`src/rtl/mem_arbiter_pkg.sv`:
```
// Shared encodings for the icache/dcache memory-port arbiter: FSM states,
// owner ids, request-type values and the beat-counter width helper.
package mem_arbiter_pkg;

   typedef enum logic [1:0] {
      ST_IDLE  = 2'd0,
      ST_REQ   = 2'd1,
      ST_WDATA = 2'd2,
      ST_RDATA = 2'd3
   } arb_state_e;

   localparam logic OWNER_IC     = 1'b0;
   localparam logic OWNER_DC     = 1'b1;
   localparam logic MEM_RW_READ  = 1'b0;
   localparam logic MEM_RW_WRITE = 1'b1;

   // One extra bit so the counter can hold BEATS itself and saturate there.
   function automatic int cnt_width(input int beats);
      return $clog2(beats) + 1;
   endfunction

endpackage

```
`src/rtl/mem_arb_pick.sv`:
```
// Tie-break for the arbiter. Default build: dcache always wins a tie.
// With MEM_ARB_RR_EN defined, a last-grant pointer alternates tie winners.
module mem_arb_pick
   import mem_arbiter_pkg::*;
(
   input  logic clk,
   input  logic reset,
   input  logic ic_req,
   input  logic dc_req,
   input  logic grant_en,
   output logic owner_pick
);

`ifdef MEM_ARB_RR_EN
   logic last_q;
   logic last_d;

   always_comb begin
      if (ic_req && dc_req) begin
         owner_pick = (last_q == OWNER_IC) ? OWNER_DC : OWNER_IC;
      end else begin
         owner_pick = dc_req ? OWNER_DC : OWNER_IC;
      end
      last_d = grant_en ? owner_pick : last_q;
   end

   always_ff @(posedge clk) begin
      if (reset) begin
         last_q <= OWNER_IC;
      end else begin
         last_q <= last_d;
      end
   end
`else
   // Fixed priority needs no state; the pointer inputs are deliberately idle.
   logic unused_pick;
   assign unused_pick = clk ^ reset ^ ic_req ^ grant_en;

   always_comb begin
      owner_pick = dc_req ? OWNER_DC : OWNER_IC;
   end
`endif

endmodule

```
`src/rtl/mem_arbiter.sv`:
```
// Shares one memory port between icache refill and dcache refill/writeback,
// holding the grant for a whole BEATS-beat burst. Tie policy: MEM_ARB_RR_EN.
//   state    | meaning
//   ST_IDLE  | arbitrate, register owner
//   ST_REQ   | present owner's request to memory
//   ST_WDATA | forward dcache write beats
//   ST_RDATA | route read beats to owner
module mem_arbiter
   import mem_arbiter_pkg::*;
#(
   parameter int ADDR_W = 32,
   parameter int DATA_W = 128,
   parameter int BEATS  = 4
) (
   input  logic              clk,
   input  logic              reset,
   input  logic              ic_req_valid,
   input  logic [ADDR_W-1:0] ic_req_addr,
   output logic              ic_req_ready,
   output logic              ic_resp_valid,
   output logic [DATA_W-1:0] ic_resp_data,
   input  logic              dc_req_valid,
   input  logic              dc_req_rw,
   input  logic [ADDR_W-1:0] dc_req_addr,
   output logic              dc_req_ready,
   input  logic              dc_wdata_valid,
   input  logic [DATA_W-1:0] dc_wdata,
   output logic              dc_wdata_ready,
   output logic              dc_resp_valid,
   output logic [DATA_W-1:0] dc_resp_data,
   output logic              mem_req_valid,
   input  logic              mem_req_ready,
   output logic              mem_req_rw,
   output logic [ADDR_W-1:0] mem_req_addr,
   output logic              mem_wdata_valid,
   output logic [DATA_W-1:0] mem_wdata,
   input  logic              mem_wdata_ready,
   input  logic              mem_resp_valid,
   input  logic [DATA_W-1:0] mem_resp_data
);

   localparam int               CNT_W     = cnt_width(BEATS);
   localparam logic [CNT_W-1:0] BEATS_C   = CNT_W'(BEATS);
   localparam logic [CNT_W-1:0] LAST_BEAT = CNT_W'(BEATS - 1);

   arb_state_e       state_q, state_d;
   logic             owner_q, owner_d;
   logic [CNT_W-1:0] cnt_q, cnt_d;
   logic             pick;
   logic             grant_en;
   logic             req_rw;
   logic             beat_hs;

   assign grant_en = (state_q == ST_IDLE) && (ic_req_valid || dc_req_valid);
   assign req_rw   = (owner_q == OWNER_DC) ? dc_req_rw : MEM_RW_READ;

   mem_arb_pick u_pick (
      .clk        (clk),
      .reset      (reset),
      .ic_req     (ic_req_valid),
      .dc_req     (dc_req_valid),
      .grant_en   (grant_en),
      .owner_pick (pick)
   );

   always_ff @(posedge clk) begin
      if (reset) begin
         state_q <= ST_IDLE;
         owner_q <= OWNER_IC;
         cnt_q   <= '0;
      end else begin
         state_q <= state_d;
         owner_q <= owner_d;
         cnt_q   <= cnt_d;
      end
   end

   always_comb begin
      state_d = state_q;
      owner_d = owner_q;
      cnt_d   = cnt_q;
      beat_hs = 1'b0;
      case (state_q)
         ST_IDLE: begin
            if (grant_en) begin
               owner_d = pick;
               state_d = ST_REQ;
            end
         end
         ST_REQ: begin
            if (mem_req_ready) begin
               cnt_d   = '0;
               state_d = (req_rw == MEM_RW_WRITE) ? ST_WDATA : ST_RDATA;
            end
         end
         ST_WDATA: beat_hs = dc_wdata_valid && mem_wdata_ready;
         ST_RDATA: beat_hs = mem_resp_valid;
         default:  state_d = ST_IDLE;
      endcase
      if (beat_hs) begin
         cnt_d = (cnt_q == BEATS_C) ? cnt_q : cnt_q + CNT_W'(1);
         if (cnt_q == LAST_BEAT) begin
            state_d = ST_IDLE;
         end
      end
   end

   // Everything outside the active phase is held at zero, data included.
   always_comb begin
      ic_req_ready    = 1'b0;
      dc_req_ready    = 1'b0;
      ic_resp_valid   = 1'b0;
      ic_resp_data    = '0;
      dc_resp_valid   = 1'b0;
      dc_resp_data    = '0;
      dc_wdata_ready  = 1'b0;
      mem_req_valid   = 1'b0;
      mem_req_rw      = MEM_RW_READ;
      mem_req_addr    = '0;
      mem_wdata_valid = 1'b0;
      mem_wdata       = '0;
      case (state_q)
         ST_REQ: begin
            mem_req_valid = 1'b1;
            mem_req_rw    = req_rw;
            mem_req_addr  = (owner_q == OWNER_DC) ? dc_req_addr : ic_req_addr;
            ic_req_ready  = (owner_q == OWNER_IC) && mem_req_ready;
            dc_req_ready  = (owner_q == OWNER_DC) && mem_req_ready;
         end
         ST_WDATA: begin
            mem_wdata_valid = dc_wdata_valid;
            mem_wdata       = dc_wdata;
            dc_wdata_ready  = mem_wdata_ready;
         end
         ST_RDATA: begin
            if (owner_q == OWNER_DC) begin
               dc_resp_valid = mem_resp_valid;
               dc_resp_data  = mem_resp_data;
            end else begin
               ic_resp_valid = mem_resp_valid;
               ic_resp_data  = mem_resp_data;
            end
         end
         default: ;
      endcase
   end

endmodule

```
`config.mk`:
```
export PLATFORM = sky130hd
export DESIGN_NAME = mem_arbiter
export DESIGN_NICKNAME = d
export VERILOG_FILES = /design/src/rtl/mem_arbiter_pkg.sv /design/src/rtl/mem_arb_pick.sv /design/src/rtl/mem_arbiter.sv
export SDC_FILE = /design/constraint.sdc
export NUM_CORES = 1
export LEC_CHECK = 0
export BUFFER_PORTS_ARGS = -buffer_cell sky130_fd_sc_hd__buf_4
export CAP_MARGIN = 15
export CORE_AREA = 5 5 294 296
export DETAILED_ROUTE_END_ITERATION = 16
export DIE_AREA = 0 0 299 301
export PLACE_DENSITY_LB_ADDON = 0.3
export SKIP_LAST_GASP = 1
export SYNTH_ARGS = -nofsm -noshare
export SYNTH_HDL_FRONTEND = slang
export SYNTH_SLANG_ARGS = --single-unit
```
`constraint.sdc`:
```
create_clock -name clk -period 1.3 [get_ports clk]
set_input_delay 0.195 -clock clk [delete_from_list [all_inputs] [get_ports clk]]
set_output_delay 0.195 -clock clk [all_outputs]
set_load 0.02 [all_outputs]
```
-- Word level (Yosys, flattened, before mapping)
Index checks and enable logic that the tools add are counted.
Widths: inputs -> output; s select.
- add/subtract/negate cells: 1
- eq/ne operators: 6
- multiplexer cells: 30
- bitwise logic cells: 1
- reductions and logical operators: 10
- operators by type and width (kind ; number):
    $mux 128 ; 5
    $mux 32 ; 2
    $mux 1 ; 13
    $mux 3 ; 4
    $mux 2 ; 4
    $eq 2x2->1 const B ; 2
    $logic_and 1x1->1 ; 4
    $pmux 2 s2 ; 1
    $reduce_bool 2->1 ; 2
    $add 3x1->3 const B ; 1
    $eq 3x2->1 const B ; 1
    $eq 3x3->1 const B ; 1
    $reduce_and 3->1 ; 1
    $eq 2x1->1 const B ; 1
    $logic_not 2->1 ; 1
    $ne 2x2->1 const B ; 1
    $pmux 1 s2 ; 1
    $reduce_and 2->1 ; 1
    $logic_or 1x1->1 ; 1
    $not 1->1 ; 1
- register bits: 6
- bits of input ports: 329
- output and inout bits: 424
- word-level logic and storage cells: 51

-- Logic depth before layout (Yosys ltp)
- depth in word-level cells: 6
- gate-level depth with buffers: 6
- mapped depth without buffers: 5

-- Cells and area by module
A second synthesis with hierarchy kept.
- cell total of the unflattened synthesis: 557
- area total of the unflattened synthesis: 3545.9 µm²
- by module, submodules not included (module ; instances ; cells each ; area each (µm²) ; sequential area each (µm²)):
    mem_arbiter ; 1 ; 556 ; 3538.4 ; 120.1
    mem_arb_pick ; 1 ; 1 ; 7.5 ; 0.0

-- Worst setup path after synthesis
OpenSTA, ideal clock, no wires.
- path kind: register to output
- from: register state_q[1]
- to: output mem_req_addr[10]
- arrival: 1188 ps
- data required time: 1105 ps
- path slack: -83 ps
- stages on the path, launching flop included: 6
- path buffers: 3
- cell sequence: dfxtp_1 > buf_4 > nand2b_1 > buf_2 > buf_2 > nor2_1
- word-level cells in the longest chain between the ends: 2
- RTL lines (item ; RTL line ; RTL):
    start, declared ; mem_arbiter.sv:46 ; arb_state_e state_q, state_d;
    start signal, assigned ; mem_arbiter.sv:72 ; state_q <= state_d;
    $eq 2x1->1 ; mem_arbiter.sv:122 ; case (state_q)
    $mux 32 ; mem_arbiter.sv:122 ;
    end, declared ; mem_arbiter.sv:34 ; output logic [ADDR_W-1:0] mem_req_addr,
Every way passes these cells.

-- Worst setup path after layout
- from: register state_q[1]
- to: output dc_resp_data[54]
- word-level cells in the longest chain between the ends: 2
- RTL lines (item ; RTL line ; RTL):
    $eq 2x2->1 ; mem_arbiter.sv:122 ;
    $mux 128 ; mem_arbiter.sv:122 ;
    end, declared ; mem_arbiter.sv:30 ; output logic [DATA_W-1:0] dc_resp_data,
Every way passes these cells.

==> flow_metrics.py <==
metrics = {
    "run_status": {
        "outcome": "complete, but fails checks",
        "violations": "negative setup slack",
    },
    "power_and_ir_drop": {
        "p_leak_nw": 6.65,
        "powerDensity_mw_per_mm2": 320,
        "power.total_mw": 4.30,
        "ir_drop_uv": 430,
    },
    "yosys": {
        "syn_nets": 886,
        "async_flop_share_pct": 0,
        "synth.yosys.seq_area_share_pct": 3.32,
        "ys_ff_latch": 6,
        "yosys-top-cells-count": "390 x and2_1, 36 x nor2_1, 33 x mux2i_1",
        "yosysMostFrequentCell": "and2_1",
        "netlist.area_leader.share_pct": 67.4,
        "synth.distinct_cells": 30,
        "syn-cell-area_sq_mm": 0.00362,
        "yosysTopAreaCell": "and2_1",
        "syn_avg_cell_area_sq_um": 6.54,
        "synth_area_leaders": "and2_1 67%, mux2i_1 9.1%, buf_2 3.9%, nor2_1 3.7%, buf_6 3.4%",
        "synth_flop_cell": "dfxtp_1",
        "synth_edf_count": 0,
        "synth_cells": 554,
        "ys_warn_count": 0,
    },
    "route": {
        "vias": 6958,
        "drt_wl_total_um": 47400,
        "drcViolationCount": 0,
        "viasPerCell": 2.86,
        "drt_first_pass_iters": 4,
        "wl_per_cell_um": 19.5,
        "detail-route-antenna-nets": 0,
        "first_iter_violations": 285,
    },
    "floorplanning": {
        "coreArea_sq_mm": 0.0833,
        "start_util_pct": 4.35,
        "fp.dieH_um": 301,
        "fp.dieArea_sq_mm": 0.0900,
        "pin_count": 753,
        "die_x_um": 299,
        "rows": 106,
    },
    "global_route": {
        "grt_pass1_vias": 7158,
        "track_usage_pct": 8.46,
        "grt_start_max_net_pins": 41,
        "grt.overflow.total": 0,
        "grt_pass1_wl_um": 55100,
        "antenna_found_initial": 4,
    },
    "place": {
        "gp_congestion": 0.958,
        "port_buffers": 752,
        "placed_area_sq_mm": 0.0112,
        "dp_hpwl_um": 37100,
        "post-place-cells": 2378,
    },
    "setup_path": {
        "startpoint_type": "flop",
        "slowest_delay_ns": 0.36,
        "worst-path-buf-inv": 3,
        "critPathCaptureType": "output port",
        "crit_fanout": 6,
        "worstPathArrival_ns": 1.57,
        "cpMostUsedCell": "buf_4",
        "crit_path_cell_trace": "and3_4 > buf_16 > buf_4 > and2_1 > buf_4",
        "slowest_stage": "dfxtp_4",
        "crit_family": "buffers and inverters",
        "crit_required_ns": 1.11,
        "crit_type": "reg -> out",
    },
    "final_layout": {
        "filler_cell_count": 9417,
        "final_area_sq_mm": 0.0134,
        "final_nets": 1681,
        "instances_no_fill": 2430,
        "area_growth_pct": 271,
        "fin_util_pct": 16.1,
        "drive_gt1_share_pct": 89.2,
    },
    "timing": {
        "hold_viol": 0,
        "fmax_ghz": 0.567,
        "period_share_pct": 136,
        "relSlewSlack_pct": 82.9,
        "fin_ws_ns": -0.463,
        "drv_slew": 0,
        "setup_viol": 425,
        "finClkSkew_ns": 0.00504,
        "worst_pin_slew_ns": 0.250,
        "rsz0062_at_grt": "true",
        "fin_crit_ns": 1.76,
        "hold_slack_ns": 0.189,
    },
    "clock_tree": {
        "numCtsBuffers": 3,
        "clock_tree.root_cell": "clkbuf_16",
        "cts_sinks": 6,
        "clock_latency_ns": 0.24,
        "clockBufferDepth": 2,
        "clkTransAtPathRegs_ns": 0.04,
        "cts_htree_levels": 1,
        "cts_tree": "yes",
    },
    "flow_run": {
        "drv_cap": 0,
    },
    "min_path": {
        "holdCritPathClass": "in -> reg",
    },
}
layer usage:
layer  up-vias  share of wire [%]  track usage [%]
li1       3277                  -                -
met1      3195                 42             10.3
met2       450                 47             14.3
met3        34                9.0             3.00
met4         2                2.2             2.13
met5         -              0.027                0
kinds of logic after synthesis:
family                   Yosys count  share of synthesized area [%]
AND/OR/NAND/NOR                  443                           74.4
buffers and inverters             58                           9.68
multiplexers                      34                           9.43
AO/OA/AOI/OAI                     10                           2.11
flip-flops                         6                           3.32
adder cells (fa/ha/maj)            3                           1.04
timing repair:
item,4_1_cts,5_1_grt
setup endpoints to repair,427,428
setup buffers,4,15
hold buffers,0,0
cloned,4,23
endpoints found under the hold margin,0,0
gates resized for setup,19,349
pin swaps,1,134
worst paths after layout:
| check | from | endpoint | slack, ns | cells past startpoint |
|---|---|---|---|---|
| hold / removal | reset | cnt_q[2] | 0.19 | 2 |
| hold reg to reg | cnt_q[2] | cnt_q[2] | 0.51 | 2 |
| setup reg to reg | state_q[0] | cnt_q[0] | -0.02 | 4 |
| setup / recovery | state_q[1] | dc_resp_data[54] | -0.46 | 5 |
report_power, final:
group	internal, mW	total (mW)	switching (mW)
Clock	0.396	0.518	0.121
Sequential	0.196	0.206	0.0105
Combinational	1.96	3.58	1.62
Total	2.56	4.30	1.75
metrics by stage:
stage	setup WS, ns	TNS (ns)
floorplan	-0.0466	-5.40
global placement	-0.311	-74.23
finish	-0.463	-161.66
CTS	-0.489	-167.24
global route	-0.505	-185.28
detailed placement	-0.313	-74.59
layout by cell type, fill, tap and decap left out, drive strengths merged, types with 2 or more instances in the layout:
master / count
clkbuf: 22
a211oi: 2
and3: 2
a21oi: 4
and2: 390
nand2b: 2
dfxtp: 6
buf: 823
inv: 6
nand3b: 2
mux2i: 33
diode: 3
ha: 3
nor2: 37
nand2: 4
cell type report:
cell class	instances	area, sq um	area share [%]
Antenna cell	3	7.51	0.0559
Clock buffer	3	75.1	0.559
Inverter	6	22.5	0.168
Multi-Input combinational cell	490	4030	30.0
Sequential cell	6	130	0.968
Tap cell	1080	1350	10.1
Timing Repair Buffer	842	7820	58.2
worst register-to-register path, delay by kind of cell, from the launching register on:
kind | cells | cell delay (ns)
buffers and inverters | 1 | 0.18
muxes | 1 | 0.32
DFF | 1 | 0.34
and+or+nand+nor | 1 | 0.14
AOI/OAI and AO/OA | 1 | 0.21
flip-flops by register name (all words and copies together) (netlist names):
register / count
owner_q: 1
cnt_q: 3
state_q: 2
Note: power is estimated with default switching activity, not from simulation.
